--- src/rtl/sprite_pkg.sv ---
// Shared types and constants for the sprite locator.
// The flip field exists only when SPRITE_FLIP_EN is defined.
package sprite_pkg;

  localparam int          DEF_N_SPRITES = 8;
  localparam int          SCREEN_W      = 640;
  localparam int          SCREEN_H      = 480;
  localparam logic [12:0] MASK_ON       = 13'h1FFF;

  typedef enum logic {
    ST_IDLE,
    ST_PENDING
  } commit_state_t;

  typedef struct packed {
    logic        en;
    logic [5:0]  kind;
    logic [9:0]  x;
    logic [8:0]  y;
    logic [10:0] w;
    logic [10:0] h;
`ifdef SPRITE_FLIP_EN
    logic        flip;
`endif
  } sprite_entry_t;

endpackage

--- src/rtl/sprite_hit.sv ---
// Combinational hit test and in-sprite offset for one table entry.
// Mirrored column offset is produced only when SPRITE_FLIP_EN is defined.
module sprite_hit
  import sprite_pkg::*;
(
  input  sprite_entry_t entry,
  input  logic [8:0]    row,
  input  logic [9:0]    col,
  output logic          hit,
  output logic [5:0]    kind,
  output logic [10:0]   off_h,
  output logic [10:0]   off_w
);

  logic [10:0] row_w;
  logic [10:0] col_w;
  logic [10:0] dy;
  logic [10:0] dx;
  logic        row_in;
  logic        col_in;

  assign row_w = {2'b00, row};
  assign col_w = {1'b0, col};
  assign dy    = row_w - {2'b00, entry.y};
  assign dx    = col_w - {1'b0, entry.x};

  // Comparing the offset against the size sidesteps the carry out of x+w,
  // and a zero size can never satisfy the strict compare.
  assign col_in = (col_w >= {1'b0, entry.x}) && (dx < entry.w);
  assign row_in = (row_w >= {2'b00, entry.y}) && (dy < entry.h);

  assign hit   = entry.en && col_in && row_in;
  assign kind  = entry.kind;
  assign off_h = dy;

`ifdef SPRITE_FLIP_EN
  assign off_w = entry.flip ? (entry.w - 11'd1 - dx) : dx;
`else
  assign off_w = dx;
`endif

endmodule

--- src/rtl/sprite_locator.sv ---
// Pixel-to-sprite resolver: double-buffered sprite table, frame-synchronous commit, 2-cycle lookup.
// Define SPRITE_FLIP_EN to store and honour the per-entry horizontal mirror bit.
// The sprite type output is named sprite_type because `type` is a reserved word.
module sprite_locator
  import sprite_pkg::*;
#(
  parameter int         N_SPRITES = DEF_N_SPRITES,
  parameter logic [5:0] BG_TYPE   = 6'd0,
  parameter int         TILE_LOG2 = 5,
  localparam int        IW        = $clog2(N_SPRITES)
) (
  input  logic          clk,
  input  logic          rst,
  input  logic [8:0]    row_addr,
  input  logic [9:0]    col_addr,
  input  logic          vs,
  input  logic          wr_valid,
  output logic          wr_ready,
  input  logic [IW-1:0] wr_idx,
  input  logic          wr_en,
  input  logic [5:0]    wr_type,
  input  logic [9:0]    wr_x,
  input  logic [8:0]    wr_y,
  input  logic [10:0]   wr_w,
  input  logic [10:0]   wr_h,
  input  logic          wr_flip,
  input  logic          commit,
  output logic          commit_done,
  output logic [5:0]    sprite_type,
  output logic [10:0]   h,
  output logic [10:0]   w,
  output logic [12:0]   mask
);

  localparam logic [10:0] TILE_MASK = 11'((1 << TILE_LOG2) - 1);

  sprite_entry_t shadow      [N_SPRITES];
  sprite_entry_t shadow_next [N_SPRITES];
  sprite_entry_t active      [N_SPRITES];
  sprite_entry_t wr_entry;

  commit_state_t state;
  logic          vs_q;
  logic          frame_edge;
  logic          wr_fire;
  logic          do_copy;

  assign wr_fire    = wr_valid & wr_ready;
  assign frame_edge = vs_q & ~vs;
  // A commit arriving on the edge cycle is honoured on that same edge.
  assign do_copy    = frame_edge & ((state == ST_PENDING) | commit);

`ifdef SPRITE_FLIP_EN
  assign wr_entry = '{en: wr_en, kind: wr_type, x: wr_x, y: wr_y, w: wr_w, h: wr_h, flip: wr_flip};
`else
  logic flip_unused;
  assign flip_unused = wr_flip;
  assign wr_entry = '{en: wr_en, kind: wr_type, x: wr_x, y: wr_y, w: wr_w, h: wr_h};
`endif

  always_comb begin
    // NOTE: assigning a full default first keeps this block free of inferred latches.
    shadow_next = shadow;
    if (wr_fire) shadow_next[wr_idx] = wr_entry;
  end

  always_ff @(posedge clk) begin
    if (rst) begin
      // NOTE: only the enable bits are reset; the other fields are don't-care while disabled,
      // so the tables remain plain storage without a reset on every bit.
      for (int i = 0; i < N_SPRITES; i++) begin
        shadow[i].en <= 1'b0;
        active[i].en <= 1'b0;
      end
    end else begin
      shadow <= shadow_next;
      if (do_copy) active <= shadow_next;
    end
  end

  always_ff @(posedge clk) begin
    if (rst) begin
      state       <= ST_IDLE;
      vs_q        <= 1'b1;
      wr_ready    <= 1'b1;
      commit_done <= 1'b0;
    end else begin
      // NOTE: non-blocking assignments let every register sample pre-edge values, independent of statement order.
      vs_q        <= vs;
      commit_done <= do_copy;
      case (state)
        ST_IDLE: begin
          if (commit && !do_copy) begin
            state    <= ST_PENDING;
            wr_ready <= 1'b0;
          end
        end
        ST_PENDING: begin
          if (do_copy) begin
            state    <= ST_IDLE;
            wr_ready <= 1'b1;
          end
        end
        default: begin
          state    <= ST_IDLE;
          wr_ready <= 1'b1;
        end
      endcase
    end
  end

  logic [N_SPRITES-1:0] hit_c;
  logic [N_SPRITES-1:0] hit_q;
  logic [5:0]           kind_c  [N_SPRITES];
  logic [5:0]           kind_q  [N_SPRITES];
  logic [10:0]          off_h_c [N_SPRITES];
  logic [10:0]          off_h_q [N_SPRITES];
  logic [10:0]          off_w_c [N_SPRITES];
  logic [10:0]          off_w_q [N_SPRITES];
  logic [8:0]           row_q;
  logic [9:0]           col_q;
  logic                 vis_c;
  logic                 vis_q;

  for (genvar g = 0; g < N_SPRITES; g++) begin : g_hit
    sprite_hit u_hit (
      .entry (active[g]),
      .row   (row_addr),
      .col   (col_addr),
      .hit   (hit_c[g]),
      .kind  (kind_c[g]),
      .off_h (off_h_c[g]),
      .off_w (off_w_c[g])
    );
  end

  assign vis_c = (int'(row_addr) < SCREEN_H) && (int'(col_addr) < SCREEN_W);

  always_ff @(posedge clk) begin
    if (rst) begin
      hit_q <= '0;
      row_q <= '0;
      col_q <= '0;
      vis_q <= 1'b0;
      for (int i = 0; i < N_SPRITES; i++) begin
        kind_q[i]  <= '0;
        off_h_q[i] <= '0;
        off_w_q[i] <= '0;
      end
    end else begin
      hit_q   <= hit_c;
      kind_q  <= kind_c;
      off_h_q <= off_h_c;
      off_w_q <= off_w_c;
      row_q   <= row_addr;
      col_q   <= col_addr;
      vis_q   <= vis_c;
    end
  end

  logic [5:0]  sel_type;
  logic [10:0] sel_h;
  logic [10:0] sel_w;

  // Scanning from the top index down leaves the lowest-index hit in place.
  always_comb begin
    sel_type = BG_TYPE;
    sel_h    = {2'b00, row_q} & TILE_MASK;
    sel_w    = {1'b0, col_q} & TILE_MASK;
    for (int i = N_SPRITES - 1; i >= 0; i--) begin
      if (hit_q[i]) begin
        sel_type = kind_q[i];
        sel_h    = off_h_q[i];
        sel_w    = off_w_q[i];
      end
    end
  end

  always_ff @(posedge clk) begin
    if (rst) begin
      sprite_type <= '0;
      h           <= '0;
      w           <= '0;
      mask        <= '0;
    end else begin
      sprite_type <= sel_type;
      h           <= sel_h;
      w           <= sel_w;
      mask        <= vis_q ? MASK_ON : 13'h0000;
    end
  end

endmodule

--- config.mk ---
export PLATFORM = sky130hd
export DESIGN_NAME = sprite_locator
export DESIGN_NICKNAME = d
export VERILOG_FILES = /design/src/rtl/sprite_pkg.sv /design/src/rtl/sprite_hit.sv /design/src/rtl/sprite_locator.sv
export SDC_FILE = /design/constraint.sdc
export NUM_CORES = 2
export LEC_CHECK = 0
export BUFFER_PORTS_ARGS = -buffer_cell sky130_fd_sc_hd__buf_2
export CAP_MARGIN = 25
export CORE_UTILIZATION = 50
export DETAILED_ROUTE_END_ITERATION = 10
export PLACE_DENSITY_LB_ADDON = 0.08
export SLEW_MARGIN = 10
export SYNTH_ARGS = -nofsm -noshare
export SYNTH_HDL_FRONTEND = slang
export SYNTH_HIERARCHICAL = 1
export SYNTH_SLANG_ARGS = --single-unit
--- constraint.sdc ---
create_clock -name clk -period 34.1 [get_ports clk]
set_input_delay 3.41 -clock clk [delete_from_list [all_inputs] [get_ports clk]]
set_output_delay 3.41 -clock clk [all_outputs]
set_load 0.02 [all_outputs]
# Word level (Yosys, flattened, before mapping)
# Index checks and enable logic that the tools add are counted.
dict set report word_totals {
  output_inout_bits 43
  reg_bits 1056
}
dict set report classes {
  n_mux 35
  bitwise_logic 8
  reduce_logical 38
  addsub 16
  eq_ne 2
  magnitude_cmp 36
}
# op count
set op_table {}
lappend op_table {{$bwmux 384} 1}
lappend op_table {{$mux 384} 1}
lappend op_table {{$lt 11x11->1} 16}
lappend op_table {{$mux 11} 16}
lappend op_table {{$demux 48 s3} 1}
lappend op_table {{$sub 10x10->11} 8}
lappend op_table {{$ge 10x10->1} 8}
lappend op_table {{$sub 9x9->10} 8}
lappend op_table {{$ge 9x9->1} 8}
lappend op_table {{$mux 48} 1}
lappend op_table {{$mux 6} 8}
lappend op_table {{$logic_and 1x1->1} 35}
lappend op_table {{$mux 13} 1}
lappend op_table {{$lt 10x10->1 const B} 1}
lappend op_table {{$lt 9x9->1 const B} 1}
lappend op_table {{$ge 4x4->1 const B} 1}
lappend op_table {{$lt 4x1->1 const B} 1}
lappend op_table {{$mux 1} 4}
lappend op_table {{$not 3->4} 1}
lappend op_table {{$pmux 1 s2} 2}
lappend op_table {{$reduce_and 2->1} 2}
lappend op_table {{$and 1x1->1} 3}
lappend op_table {{$not 1->1} 3}
lappend op_table {{$ne 2x1->1 const B} 1}
lappend op_table {{3 further kinds} 3}

# Longest topological paths before layout
dict set report logic_depth {
  word_depth 8
  mapped_depth 18
  ltp_nobuf 18
}

# Hierarchy
# Netlist, hierarchy kept.
# mod instances area_per_inst_um2 cells_each seq_area_each_um2
set by_module_without_submodules {}
lappend by_module_without_submodules {sprite_locator 1 36991.7 2115 28427.3}
lappend by_module_without_submodules {{sprite_hit at g_hit[0].u_hit ...} 6 1408.9 196 0.0}
lappend by_module_without_submodules {{sprite_hit at g_hit[7].u_hit} 1 1466.4 208 0.0}
lappend by_module_without_submodules {{sprite_hit at g_hit[6].u_hit} 1 1412.6 196 0.0}

# Worst setup path after synthesis
# No wires, ideal clock.
dict set report synth_timing {
  kind {input-to-reg}
  start {input port rst}
  end {register active[0] in the netlist's numbering (enable)}
  path_slack_ps 3412
  path_stages 3
  arrival_ps 29111
  cell_sequence {clkbuf_1 buf_1 nor3_1}
}
dict set report synth_between {
  elab_chain_len 2
}
# item line_no
set synth_rtl {}
lappend synth_rtl {{start, declared} sprite_locator.sv:13} ;# input logic rst,
lappend synth_rtl {{$not 1->1 (no line)} -}
lappend synth_rtl {{$reduce_and 2->1 (no line)} -}
lappend synth_rtl {{end signal, assigned} sprite_locator.sv:77} ;# if (do_copy) active <= shadow_next;
lappend synth_rtl {{end, declared} sprite_locator.sv:39} ;# sprite_entry_t active [N_SPRITES];
# Every way passes these cells.
# A chain may end at the register's enable or synchronous reset.

==> impl_results.md <==
* Clock power frac at 0.397
* Area after DPL at 0.0499 mm2
* Unrepaired setup endpoints after global routing: no
* Area grow syn2layout at 10.6%
* Cell Count Post-Placement at 4,937
* Die area at 0.0979 mm2
* Combinational Power Share at 0.115
* Fin crit share at 0.201
* Final Util at 0.560
* Gp weighted congestion at 0.944
* Pwr/cell area at 56.2 mW/mm2
* Core area at 0.0954 mm2
* Worst vdd ir at 0.0000440 V
* Die X at 313 um
* Crit Path Max Fanout at 9
* Initial antenna violation count at 18
* Drt pass-1 iters at 5
* Post-synth ARST share at 0
* Mean Syn Cell Area at 13.1 um2
* GRT Util Overall at 0.283
* PnR worst setup slack at 27,260 ps
* Share of the synthesized area in the top cell type at 0.467
* Fin Setup TNS at 0 ps
* Ranking of synthesized cells by area: edfxtp_1, dfxtp_1, ha_1
* Worst-Skew Late Latency at 710 ps
* Vias in the first global route at 29,700
* Die height at 313 um
* CTS clk-pin slew, worst paths at 60 ps
* Post-DP HPWL at 95,700 um
* Critical path's most frequent cell: ha_1
* Clk_skew at 25.5 ps
* PortBufs at 117
* Initial Util at 0.506
* Cells after synthesis at 3,695
* Leak at 21.2 nW
* DRC Markers at 0
* CTS resizes at 0
* Vias at 29,900
* Post-route insts no fill at 5,146
* Fillers at 7,844
* Post-Syn Area at 0.0483 mm2
* CTS tree: built
* Multi-input gate area at 0.0175 mm2
* Clock root cell: clkbuf_16
* Largest net degree at the start of global routing at 173
* Critical path required time at 34,720 ps
* Final non-filler cell area at 0.0535 mm2
* Setup Viol. Count Final at 0
* Netlist cell types at 70
* Max Freq at 146 MHz
* CP top delay family: compound AO/OA/AOI/OAI gates
* Core Rows at 113
* DRT antenna net count at 0
* Register area at 0.0284 mm2
* Synth warn at 6
* Setup repair bufs after CTS at 0
* Final Hold Viols at 0
* Share of post-route cells with drive strength above 1 at 0.184
* DRT Wirelength at 139,000 um
* Overflow after GRT at 0
* Clk buf depth at 3
* #FFs+latches synth at 1,044
* Pre-CTS setup slack at 26,540 ps
* NetSw at 738 uW
* CTS Buf Count at 109
* Internal at 2.27 mW
* Wire per inst at 27.1 um
* Startpoint class of the critical path: primary input
* Status: completed
* Prevailing post-synth register cell: edfxtp_1
* Vias per inst at 5.82
* Worst slew margin at 0.256
* Crit path buffers/inverters at 2
* Hold WC Path Type: reg -> reg
* Minimum clock period at 6840 ps
* Hold Buf Count CTS at 0
* Slew Viols, Final at 0
* Slowest stage delay, CP at 710 ps
* Syn Nets at 4,099
* Final net count at 4,187
* Crit-path slowest cell: a2111oi_0
* CTS HTree Levels at 3
* CP cell instances: buf_2, inv_1, ha_1, fa_1, nand2b_1, a21oi_1, xor2_1, ha_1, a21o_1, a2111oi_0, nor3_1, a211oi_2, nor2b_1
* CP Class: in -> reg
* Critical Path End Type: register
* Switch share at 0.246
* Max_cap viols at 0
* Sequential share of the synthesized area at 0.588
* First-pass GRT wire length at 201,000 um
* Worst EP arrival at 7470 ps
* Seq pwr share at 0.488
* Slew of the pin with the lowest slew margin at 1120 ps
* Initial DRC count at 2,942
* # IOs at 119
* Post-synth EDFFs at 752
* Sink Count at 1,044
* Area leader, netlist: edfxtp_1
## sequential cells by signal (all words and copies together), names as in the netlist, 6 cells and up
signal and flops:
off_h_q 88, hit_q 8, h 11, kind_q 48, sprite_type 6, off_w_q 88
shadow 384, active 384, w 11
## kinds of logic (layout without fill, tap and decap cells)
group / count (synthesis) / count (layout) / synth area share
compound gates: 616 / 616 / 0.0882
fa+ha+maj: 328 / 328 / 0.0874
other cells: 0 / 4 / 0
xor+xnor: 112 / 112 / 0.0203
mux: 394 / 394 / 0.0929
simple gates: 629 / 629 / 0.0712
buf+inv: 572 / 754 / 0.0518
flops: 1044 / 1044 / 0.588
## cell type report
| cell class | instances | share of cell area |
|---|---|---|
| Timing Repair Buffer | 152 | 0.0169 |
| Clock buffer | 162 | 0.0581 |
| Inverter | 397 | 0.0280 |
| Multi-Input combinational cell | 2079 | 0.327 |
| Sequential cell | 1044 | 0.532 |
| Tap cell | 1265 | 0.0296 |
| Antenna cell | 4 | 0.000187 |
| Clock inverter | 43 | 0.00875 |
## power groups by stage
| stage | Combinational (mW) | Sequential, mW | Clock (mW) |
|---|---|---|---|
| after global routing | 0.373 | 1.47 | 1.26 |
| after detailed placement | 0.338 | 1.49 | 0 |
| after floorplan | 0.222 | 1.51 | 0 |
| after global placement | 0.328 | 1.49 | 0 |
| after CTS | 0.340 | 1.47 | 1.22 |
| final | 0.344 | 1.47 | 1.19 |
## placed cells by master (no fill, tap or decap), types with 79 or more instances in the layout
master,instances
edfxtp_1,752
inv_1,394
mux2_2,336
ha_1,312
dfxtp_1,291
nor2b_1,283
a21oi_1,160
buf_2,116
clkbuf_16,110
nor2_1,91
nand2_1,81
a21o_1,79
## path summary, 6_finish.rpt
| kind | start | to | cells after the start | slack (ps) |
|---|---|---|---|---|
| worst min register to register | active[333]$_DFFE_PP_ | kind_q[40]$_SDFF_PP0_ | 1 | 450 |
| worst max-delay path | row_addr[0] | hit_q[3]$_SDFF_PP0_ | 13 | 27260 |
| worst min-delay path | active[333]$_DFFE_PP_ | kind_q[40]$_SDFF_PP0_ | 1 | 450 |
| worst max register to register | active[214]$_DFFE_PP_ | hit_q[3]$_SDFF_PP0_ | 11 | 29890 |
## synthesized netlist by cell type, types with 37 or more instances
cell type	instances
edfxtp_1	752
inv_1	395
mux2_2	336
ha_1	312
dfxtp_1	292
nor2b_1	284
a21oi_1	160
nor2_1	97
nand2_1	81
a21o_1	79
o21ai_0	78
xnor2_1	75
buf_4	69
clkbuf_1	58
a211oi_1	53
nand3_1	49
buf_2	40
xor2_1	37
## layer usage
layer  share of wire  track usage  wire length (um)  vias to the layer above
li1                -            -                 -                    13600
met1            0.46        0.419             64500                    15100
met2            0.44        0.425             61100                     1054
met3           0.071       0.0535              9860                      212
met4           0.027       0.0783              3720                        6
met5         0.00025            0                35                        -
## per-stage QoR
stage,hold WS (ps),total power [mW]
global route,468,3.11
CTS,453,3.02
finish,449,3.00
floorplan,414,1.73
detailed placement,440,1.83
global placement,433,1.82
No activity file was read; power rests on OpenSTA's default activity.
